===== src/rtl/lcd_frame_scheduler_pkg.sv =====
// Shared constants, state encoding and char-slice helper for the
// LCD frame scheduler.
package lcd_frame_scheduler_pkg;

    localparam int LCD_CHARS = 16;
    localparam int FRAME_W = 8 * LCD_CHARS;

    localparam logic [7:0] FONT_NONE = 8'h00;
    localparam logic [7:0] FONT_BLANK = 8'h20;

    typedef enum logic [1:0] {
        ST_IDLE  = 2'd0,
        ST_LATCH = 2'd1,
        ST_SEND  = 2'd2,
        ST_GAP   = 2'd3
    } state_t;

    // Char 0 sits in the most significant byte of a frame.
    function automatic logic [7:0] char_at(
        input logic [FRAME_W-1:0] frame,
        input logic [3:0] pos
    );
        return frame[FRAME_W-1-8*int'(pos) -: 8];
    endfunction

endpackage


===== src/rtl/lcd_frame_scheduler_timer.sv =====
// lcd_refresh_timer: loadable down-counter that saturates at zero
// and flags expiry while the count is zero.
module lcd_refresh_timer #(
    parameter int W = 20
) (
    input  logic         clk,
    input  logic         rst,
    input  logic         load,
    input  logic [W-1:0] load_val,
    input  logic         dec,
    output logic         expired
);

    logic [W-1:0] count;

    always_ff @(posedge clk) begin
        if (rst) begin
            count <= '0;
        end else if (load) begin
            count <= load_val;
        end else if (dec && count != '0) begin
            count <= count - 1'b1;
        end
    end

    assign expired = (count == '0);

endmodule


===== src/rtl/lcd_frame_scheduler.sv =====
// Arbitrates the LCD char writer between screen sources: snapshots the
// selected 16-char frame and streams it byte by byte over valid/ready.
module lcd_frame_scheduler
    import lcd_frame_scheduler_pkg::*;
#(
    parameter int         NUM_SRC     = 4,
    parameter int         SEL_W       = 2,
    parameter int         REFRESH_CYC = 1000000,
    parameter logic [7:0] BLANK_CHAR  = FONT_BLANK
) (
    input  logic                       clk,
    input  logic                       rst,
    input  logic [SEL_W-1:0]           src_sel,
    input  logic [NUM_SRC*FRAME_W-1:0] src_data,
    input  logic                       force_refresh,
    input  logic                       lcd_ready,
    output logic [7:0]                 lcd_byte,
    output logic [3:0]                 lcd_addr,
    output logic                       lcd_valid,
    output logic                       frame_done,
    output logic                       busy,
    output logic [SEL_W-1:0]           cur_src
);

    localparam int TW = $clog2(REFRESH_CYC + 1);
    localparam logic [TW-1:0] GAP_LOAD = TW'(REFRESH_CYC - 1);

    state_t             state;
    logic [FRAME_W-1:0] shadow;
    logic [FRAME_W-1:0] sel_frame;
    logic               pending;
    logic               expired;
    logic               trigger;
    logic               timer_load;
    logic [TW-1:0]      timer_val;
    logic               timer_dec;
    logic               late_req;

    // Out-of-range selections show a blank screen.
    always_comb begin
        sel_frame = {LCD_CHARS{BLANK_CHAR}};
        for (int k = 0; k < NUM_SRC; k++) begin
            if (src_sel == SEL_W'(k)) begin
                sel_frame = src_data[FRAME_W*k +: FRAME_W];
            end
        end
    end

    assign trigger = expired || pending || force_refresh
                   || (src_sel != cur_src);

    assign timer_load = (state == ST_GAP)
                      || (state == ST_IDLE && trigger);
    assign timer_val  = (state == ST_GAP) ? GAP_LOAD : '0;
    assign timer_dec  = (state == ST_IDLE);

    assign late_req = (state == ST_SEND || state == ST_GAP)
                   && (force_refresh || src_sel != cur_src);

    lcd_refresh_timer #(
        .W(TW)
    ) u_timer (
        .clk      (clk),
        .rst      (rst),
        .load     (timer_load),
        .load_val (timer_val),
        .dec      (timer_dec),
        .expired  (expired)
    );

    always_ff @(posedge clk) begin
        if (rst) begin
            state      <= ST_IDLE;
            shadow     <= {LCD_CHARS{BLANK_CHAR}};
            pending    <= 1'b0;
            cur_src    <= '0;
            lcd_valid  <= 1'b0;
            lcd_byte   <= FONT_NONE;
            lcd_addr   <= '0;
            frame_done <= 1'b0;
            busy       <= 1'b0;
        end else begin
            frame_done <= 1'b0;
            // Requests during a frame are deferred, never abort it.
            if (late_req) begin
                pending <= 1'b1;
            end
            unique case (state)
                ST_IDLE: begin
                    if (trigger) begin
                        state <= ST_LATCH;
                        busy  <= 1'b1;
                    end
                end
                ST_LATCH: begin
                    shadow    <= sel_frame;
                    cur_src   <= src_sel;
                    pending   <= force_refresh;
                    lcd_addr  <= '0;
                    lcd_byte  <= char_at(sel_frame, 4'd0);
                    lcd_valid <= 1'b1;
                    state     <= ST_SEND;
                end
                ST_SEND: begin
                    if (lcd_ready) begin
                        if (lcd_addr == 4'd15) begin
                            lcd_valid  <= 1'b0;
                            frame_done <= 1'b1;
                            busy       <= 1'b0;
                            state      <= ST_GAP;
                        end else begin
                            lcd_addr <= lcd_addr + 4'd1;
                            lcd_byte <= char_at(shadow, lcd_addr + 4'd1);
                        end
                    end
                end
                ST_GAP: begin
                    state <= ST_IDLE;
                end
                default: begin
                    state <= ST_IDLE;
                end
            endcase
        end
    end

endmodule

===== config.mk =====
export PLATFORM = sky130hd
export DESIGN_NAME = lcd_frame_scheduler
export DESIGN_NICKNAME = d
export VERILOG_FILES = /design/src/rtl/lcd_frame_scheduler_pkg.sv /design/src/rtl/lcd_frame_scheduler_timer.sv /design/src/rtl/lcd_frame_scheduler.sv
export SDC_FILE = /design/constraint.sdc
export NUM_CORES = 1
export LEC_CHECK = 0
export CAP_MARGIN = 10
export CORE_AREA = 2 2 209 211
export DETAILED_ROUTE_END_ITERATION = 8
export DIE_AREA = 0 0 211 213
export GPL_TIMING_DRIVEN = 0
export HOLD_SLACK_MARGIN = 0.05
export MAX_ROUTING_LAYER = met4
export PLACE_DENSITY = 0.58
export SLEW_MARGIN = 15
export SYNTH_ARGS = -nofsm -noshare
export SYNTH_HDL_FRONTEND = slang
export SYNTH_HIERARCHICAL = 1
export SYNTH_SLANG_ARGS = --single-unit

===== constraint.sdc =====
create_clock -name clk -period 3.3 [get_ports clk]
set_input_delay 0.33 -clock clk [delete_from_list [all_inputs] [get_ports clk]]
set_output_delay 0.33 -clock clk [all_outputs]
set_load 0.03 [all_outputs]

Word-level counts from Yosys, hierarchy flattened:

Cells that the tools add are included.

* word-level logic and storage cells: 75
* output and inout port bits: 17
* register bits after elaboration: 168
* input port bits: 518

* add/sub/neg operators: 3
* shifts and indexed selects: 1
* multiplexer cells: 25
* reductions and logical operators: 22
* bitwise operators: 2
* equal/unequal tests: 12

Operators with widths (number)
* $mux W128: 4
* $shiftx A135 B8 Y8: 1
* $mux W20: 3
* $logic_not A20 Y1: 1
* $reduce_bool A20 Y1: 1
* $sub A20 B1 Y20 const B: 1
* $mux W8: 2
* $pmux W8 S2: 1
* $reduce_and A3 Y1: 3
* $eq A2 B2 Y1 const B: 4
* $mux W4: 2
* $pmux W2 S4: 1
* $pmux W4 S2: 1
* $reduce_bool A2 Y1: 4
* $sub A7 B7 Y8 const A: 1
* $logic_or A1 B1 Y1: 6
* $mux W1: 6
* $mux W2: 3
* $ne A2 B2 Y1 const B: 3
* $add A4 B1 Y4 const B: 1
* $eq A2 B1 Y1 const B: 2
* $eq A4 B4 Y1 const B: 1
* $logic_not A2 Y1: 2
* $pmux W1 S2: 2
* other kinds (6): 9

Longest topological paths before layout:

* word-level depth: 7
* depth in mapped cells: 12
* depth with buffers taken out: 10

Hierarchy:

Netlist, hierarchy kept.

Modules (own cells, without submodules)
* lcd_frame_scheduler: cells an instance 751, area an instance 9506.6 um2, sequential area each 2962.8 um2, instances 1
* lcd_refresh_timer: cells an instance 142, area an instance 1233.7 um2, sequential area each 400.4 um2, instances 1

Least setup slack after synthesis:

OpenSTA, ideal clock, no wires.

* kind: register -> register
* from: register u_timer.count[0]
* to: register u_timer.count[0]
* arrival: 2.651 ns
* setup time: 0.086 ns
* path slack: 0.564 ns
* required time: 3.214 ns
* clock period less this slack: 2.736 ns
* stages on the path, launching flop included: 13
* buffers on the path: 3
* cell sequence: dfxtp_1 > inv_1 > ha_1 > or4b_2 > nor3_2 > buf_2 > and2_1 > o31ai_1 > nand2b_1 > inv_1 > clkbuf_1 > clkbuf_1 > a211oi_1

* cells in the longest elaborated chain, start to end: 7
* elaborated cells between the ends (all ways): 12
* classes of those cells: add/sub (1); mux (2); reduce/logical (9)

Ends and longest elaborated chain
* start: declaration: RTL line lcd_frame_scheduler_timer.sv:14 `logic [W-1:0] count;`
* start signal: assignment: RTL line lcd_frame_scheduler_timer.sv:20 `count <= load_val;`
* start signal: assignment: RTL line lcd_frame_scheduler_timer.sv:22 `count <= count - 1'b1;`
* $logic_not A20 Y1 *: RTL line lcd_frame_scheduler_timer.sv:26 `assign expired = (count == '0);`
* named net expired: RTL line lcd_frame_scheduler.sv:32 `logic expired;`
* $logic_or A1 B1 Y1 * (2 in series): RTL line lcd_frame_scheduler.sv:49 `assign trigger = expired || pending || force_refresh`
* $logic_or A1 B1 Y1 *: RTL line lcd_frame_scheduler.sv:50 `|| (src_sel != cur_src);`
* $logic_and A1 B1 Y1 *: RTL line lcd_frame_scheduler.sv:53 `|| (state == ST_IDLE && trigger);`
* $logic_or A1 B1 Y1 *: RTL line lcd_frame_scheduler.sv:53
* named net timer_load: RTL line lcd_frame_scheduler.sv:34 `logic timer_load;`
* $mux W20 / $reduce_bool A2 Y1 (equally long branches)

The timed path passes the listed nets; every way through them passes the cells marked *. The select of a mux whose other input is x is not followed.
A chain may end at the register's enable or synchronous reset.

Final worst setup path:

* from: register u_timer.count[0]
* to: register u_timer.count[17]

The elaborated chain is that of the path after synthesis.

==> summary.md <==
| Metric | Value |
|---|---|
| DRC viols | 0 |
| PwrDens | 550.3 nW/µm² |
| Biggest area consumer among synthesized cells | mux4_2 |
| Pins over their slew limit | 0 |
| Peak VDD IR | 0.0002802 V |
| Post-synth EDFFs | 0 |
| Port Buf Inserts | 532 |
| Critical path endpoint category | flop |
| Area of the mapped netlist | 10740 µm² |
| Clock transition at path regs | 0.08 ns |
| Max Cap Viol | 0 |
| FILL cells | 4099 |
| Via count | 10020 |
| Post-synth top cells | dfxtp_1, mux4_2, nor2_1 |
| CTS Buf Count | 17 |
| Fmax | 322.6 MHz |
| Synth Area in Compound Gates | 6.023% |
| Total grt overflow | 0 |
| Largest net degree at the start of global routing | 18 |
| Seq cells post-synth | 168 |
| Crit-path slowest cell | or4b_2 |
| Clock sink count | 168 |
| Dpl cell area | 16770 µm² |
| Die Y | 213 µm |
| Crit-path cells | inv_1, ha_1, or4b_2, nor3_4, buf_4, and2_1, o31ai_1, nand2b_1, inv_1, buf_2, buf_2, a211oi_1 |
| Final hold violation count | 0 |
| Worst Max-Slew Pin Slew | 1.003 ns |
| CP top delay family | simple AND/OR/NAND/NOR gates |
| CP Class | flop to flop |
| Share of layout cells above drive strength 1 | 17.08% |
| Period utilization | 93.95% |
| Final Critical Period | 3.100 ns |
| Min-Delay Path Class | primary input to flop |
| Post-route setup slack | 0.1997 ns |
| CTS Root Cell | clkbuf_16 |
| Crit path DAT | 3.44 ns |
| Setup WS pre-CTS | -0.1194 ns |
| Xor and xnor area share after synthesis | 1.375% |
| Starting DRT DRC Count | 571 |
| Total track usage | 21.21% |
| Drt pass-1 iters | 5 |
| Reg2reg end | u_timer/count[17]$_SDFFE_PP0P_ |
| Largest cells by area after synthesis | mux4_2, dfxtp_1, mux2i_1, nor2_1, clkbuf_1 |
| First-pass GRT wire length | 67210 µm |
| Die X | 211 µm |
| Reg2Reg Setup Slack | 0.20 ns |
| Vias/cell | 4.982 |
| Async set-reset flop share out of synthesis | 0% |
| Number of placement rows | 76 |
| Max-slew headroom | 33.16% |
| Worst R2R Start | u_timer/count[0]$_SDFFE_PP0P_ |
| Tot Pwr | 0.009551 W |
| Final instance area | 17360 µm² |
| Setup crit start kind | flop |
| Multiplexer share of the synthesized area | 46.09% |
| Placed cell count | 1978 |
| Worst setup path end | u_timer/count[17]$_SDFFE_PP0P_ |
| Synth Area in Simple Gates | 10.26% |
| Worst Setup SP | u_timer/count[0]$_SDFFE_PP0P_ |
| Top-count cell post-synth | dfxtp_1 |
| CTS tree | built |
| Post-DP HPWL | 39290 µm |
| IO Count | 535 |
| Largest family of logic cells by synthesized area | multiplexers |
| Syn-to-layout area delta | 61.60% |
| Post-synthesis adder-cell area fraction | 0.8155% |
| Ys flop type | dfxtp_1 |
| Reg2Reg Depth | 12 |
| Worst-skew pair later-pin latency | 0.43 ns |
| CTS Hold Buffers Added | 0 |
| H-tree depth | 4 |
| Top cell type's share of synthesized area | 33.55% |
| Die footprint | 44940 µm² |
| Post-synthesis sequential area ratio | 31.31% |
| Clk buf depth | 2 |
| Routed WL per cell | 23.51 µm |
| Max Clock Skew | 0.01087 ns |
| Final setup viols | 0 |
| Starting Density | 25.16% |
| Synth warn | 6 |
| Routability Congestion | 0.8937 |
| Core area | 42700 µm² |
| Antenna viol nets, final | 0 |
| Unrepaired setup endpoints after global routing | false |
| Routed WL | 47270 µm |
| CP Max Fanout | 10 |
| Crit-path max cell delay | 0.65 ns |
| P_leak | 6.137 nW |
| Vias in the first global route | 10530 |
| Fin nets | 1977 |
| Outcome | finished, final reports clean |
| Worst Path Buf+Inv | 5 |
| Syn avg cell area | 12.03 µm² |
| Crit path required time | 3.63 ns |
| Non-filler instance count after layout | 2011 |
| Initial antenna violation count | 1 |
| WP depth | 12 |
| Cells after Synth | 893 |
| Yosys cell types | 63 |
## area by class of cell
cell class              count  area, µm²  area share, %
diodes                      1      2.502        0.01442
plain buffers              84      404.1          2.328
clock buffers              17      425.4          2.451
clock inverters            14      133.9         0.7713
inverters                  11      41.29         0.2379
multi-input cells         637       6970          40.16
flip-flops and latches    168       3363          19.38
well taps                 546      683.2          3.936
repair buffers            533       5333          30.72
## layer usage
metal	GRT usage [%]	share of wire, %	vias to the layer above	wire length [µm]
met4	5.974	2.3	0	1106
met2	35.92	51	403	23940
met3	2.971	4.5	55	2118
met5	-	0	-	0
li1	-	-	4581	-
met1	26.50	43	4980	20100
## placed cells by master, fill, tap and decap left out, types with 12 or more instances in the layout
master           instances
clkbuf_16               17
buf_4                   13
a21oi_1                 13
mux2_2                  12
nand2_1                 13
nor2_1                 151
a211o_1                 17
buf_2                   16
clkbuf_1                43
dfxtp_1                168
mux4_2                 160
a211oi_1                22
nor2b_1                 17
mux2i_1                121
clkdlybuf4s50_1        532
xnor2_1                 12
## cell families after synthesis
family          count (synthesis)
mux                           293
simple gates                  229
flops                         168
buf+inv                        95
compound gates                 84
xor+xnor                       16
fa+ha+maj                       7
other cells                     1
## metrics by stage
stage               hold slack, ns  utilization [%]  setup TNS, ns
floorplan                   0.4546                -              0
global placement            0.4677            39.29        -0.2916
detailed placement          0.4760            39.29        -0.6105
CTS                         0.3366            40.61              0
global route                0.3762            40.65              0
finish                      0.3804            40.65              0
## registers in the layout (all words and copies together) (netlist names)
register,count
lcd_byte,8
lcd_addr,4
state,2
pending,1
u_timer/count,20
busy,1
shadow,128
cur_src,2
frame_done,1
lcd_valid,1
## report_power, final
part / switching [W] / internal, W
Clock: 0.000971 / 0.000998
Sequential: 0.000402 / 0.00260
Combinational: 0.00225 / 0.00233
Total: 0.00362 / 0.00593
## repair_timing
action / CTS / global route
endpoints found under the setup margin: 10 / 15
setup buffers: 0 / 1
cloned: 0 / 0
resized for setup: 2 / 7
## how the worst min path moves through the flow
stage	startpoint	cells after the start	slack (ns)	end
5_1_grt	rst	2	0.38	u_timer/count[3]$_SDFFE_PP0P_
6_report	rst	2	0.38	u_timer/count[6]$_SDFFE_PP0P_
2_1_floorplan	shadow[0]$_SDFFE_PP0P_	2	0.45	shadow[0]$_SDFFE_PP0P_
3_5_place_dp	lcd_byte[0]$_SDFFE_PP0P_	2	0.48	lcd_byte[0]$_SDFFE_PP0P_
3_3_place_gp	shadow[92]$_SDFFE_PP0P_	2	0.47	shadow[92]$_SDFFE_PP0P_
4_1_cts	rst	2	0.34	u_timer/count[3]$_SDFFE_PP0P_
## worst register-to-register path, cell delays in order, from the launching register on
cell and delay [ns]:
dfxtp_1 0.35, inv_1 0.09, ha_1 0.16, or4b_2 0.65, nor3_4 0.23, buf_4 0.22, and2_1 0.21, o31ai_1 0.11
nand2b_1 0.16, inv_1 0.15, buf_2 0.22, buf_2 0.22, a211oi_1 0.24
Note: power is estimated with default switching activity, not from simulation.
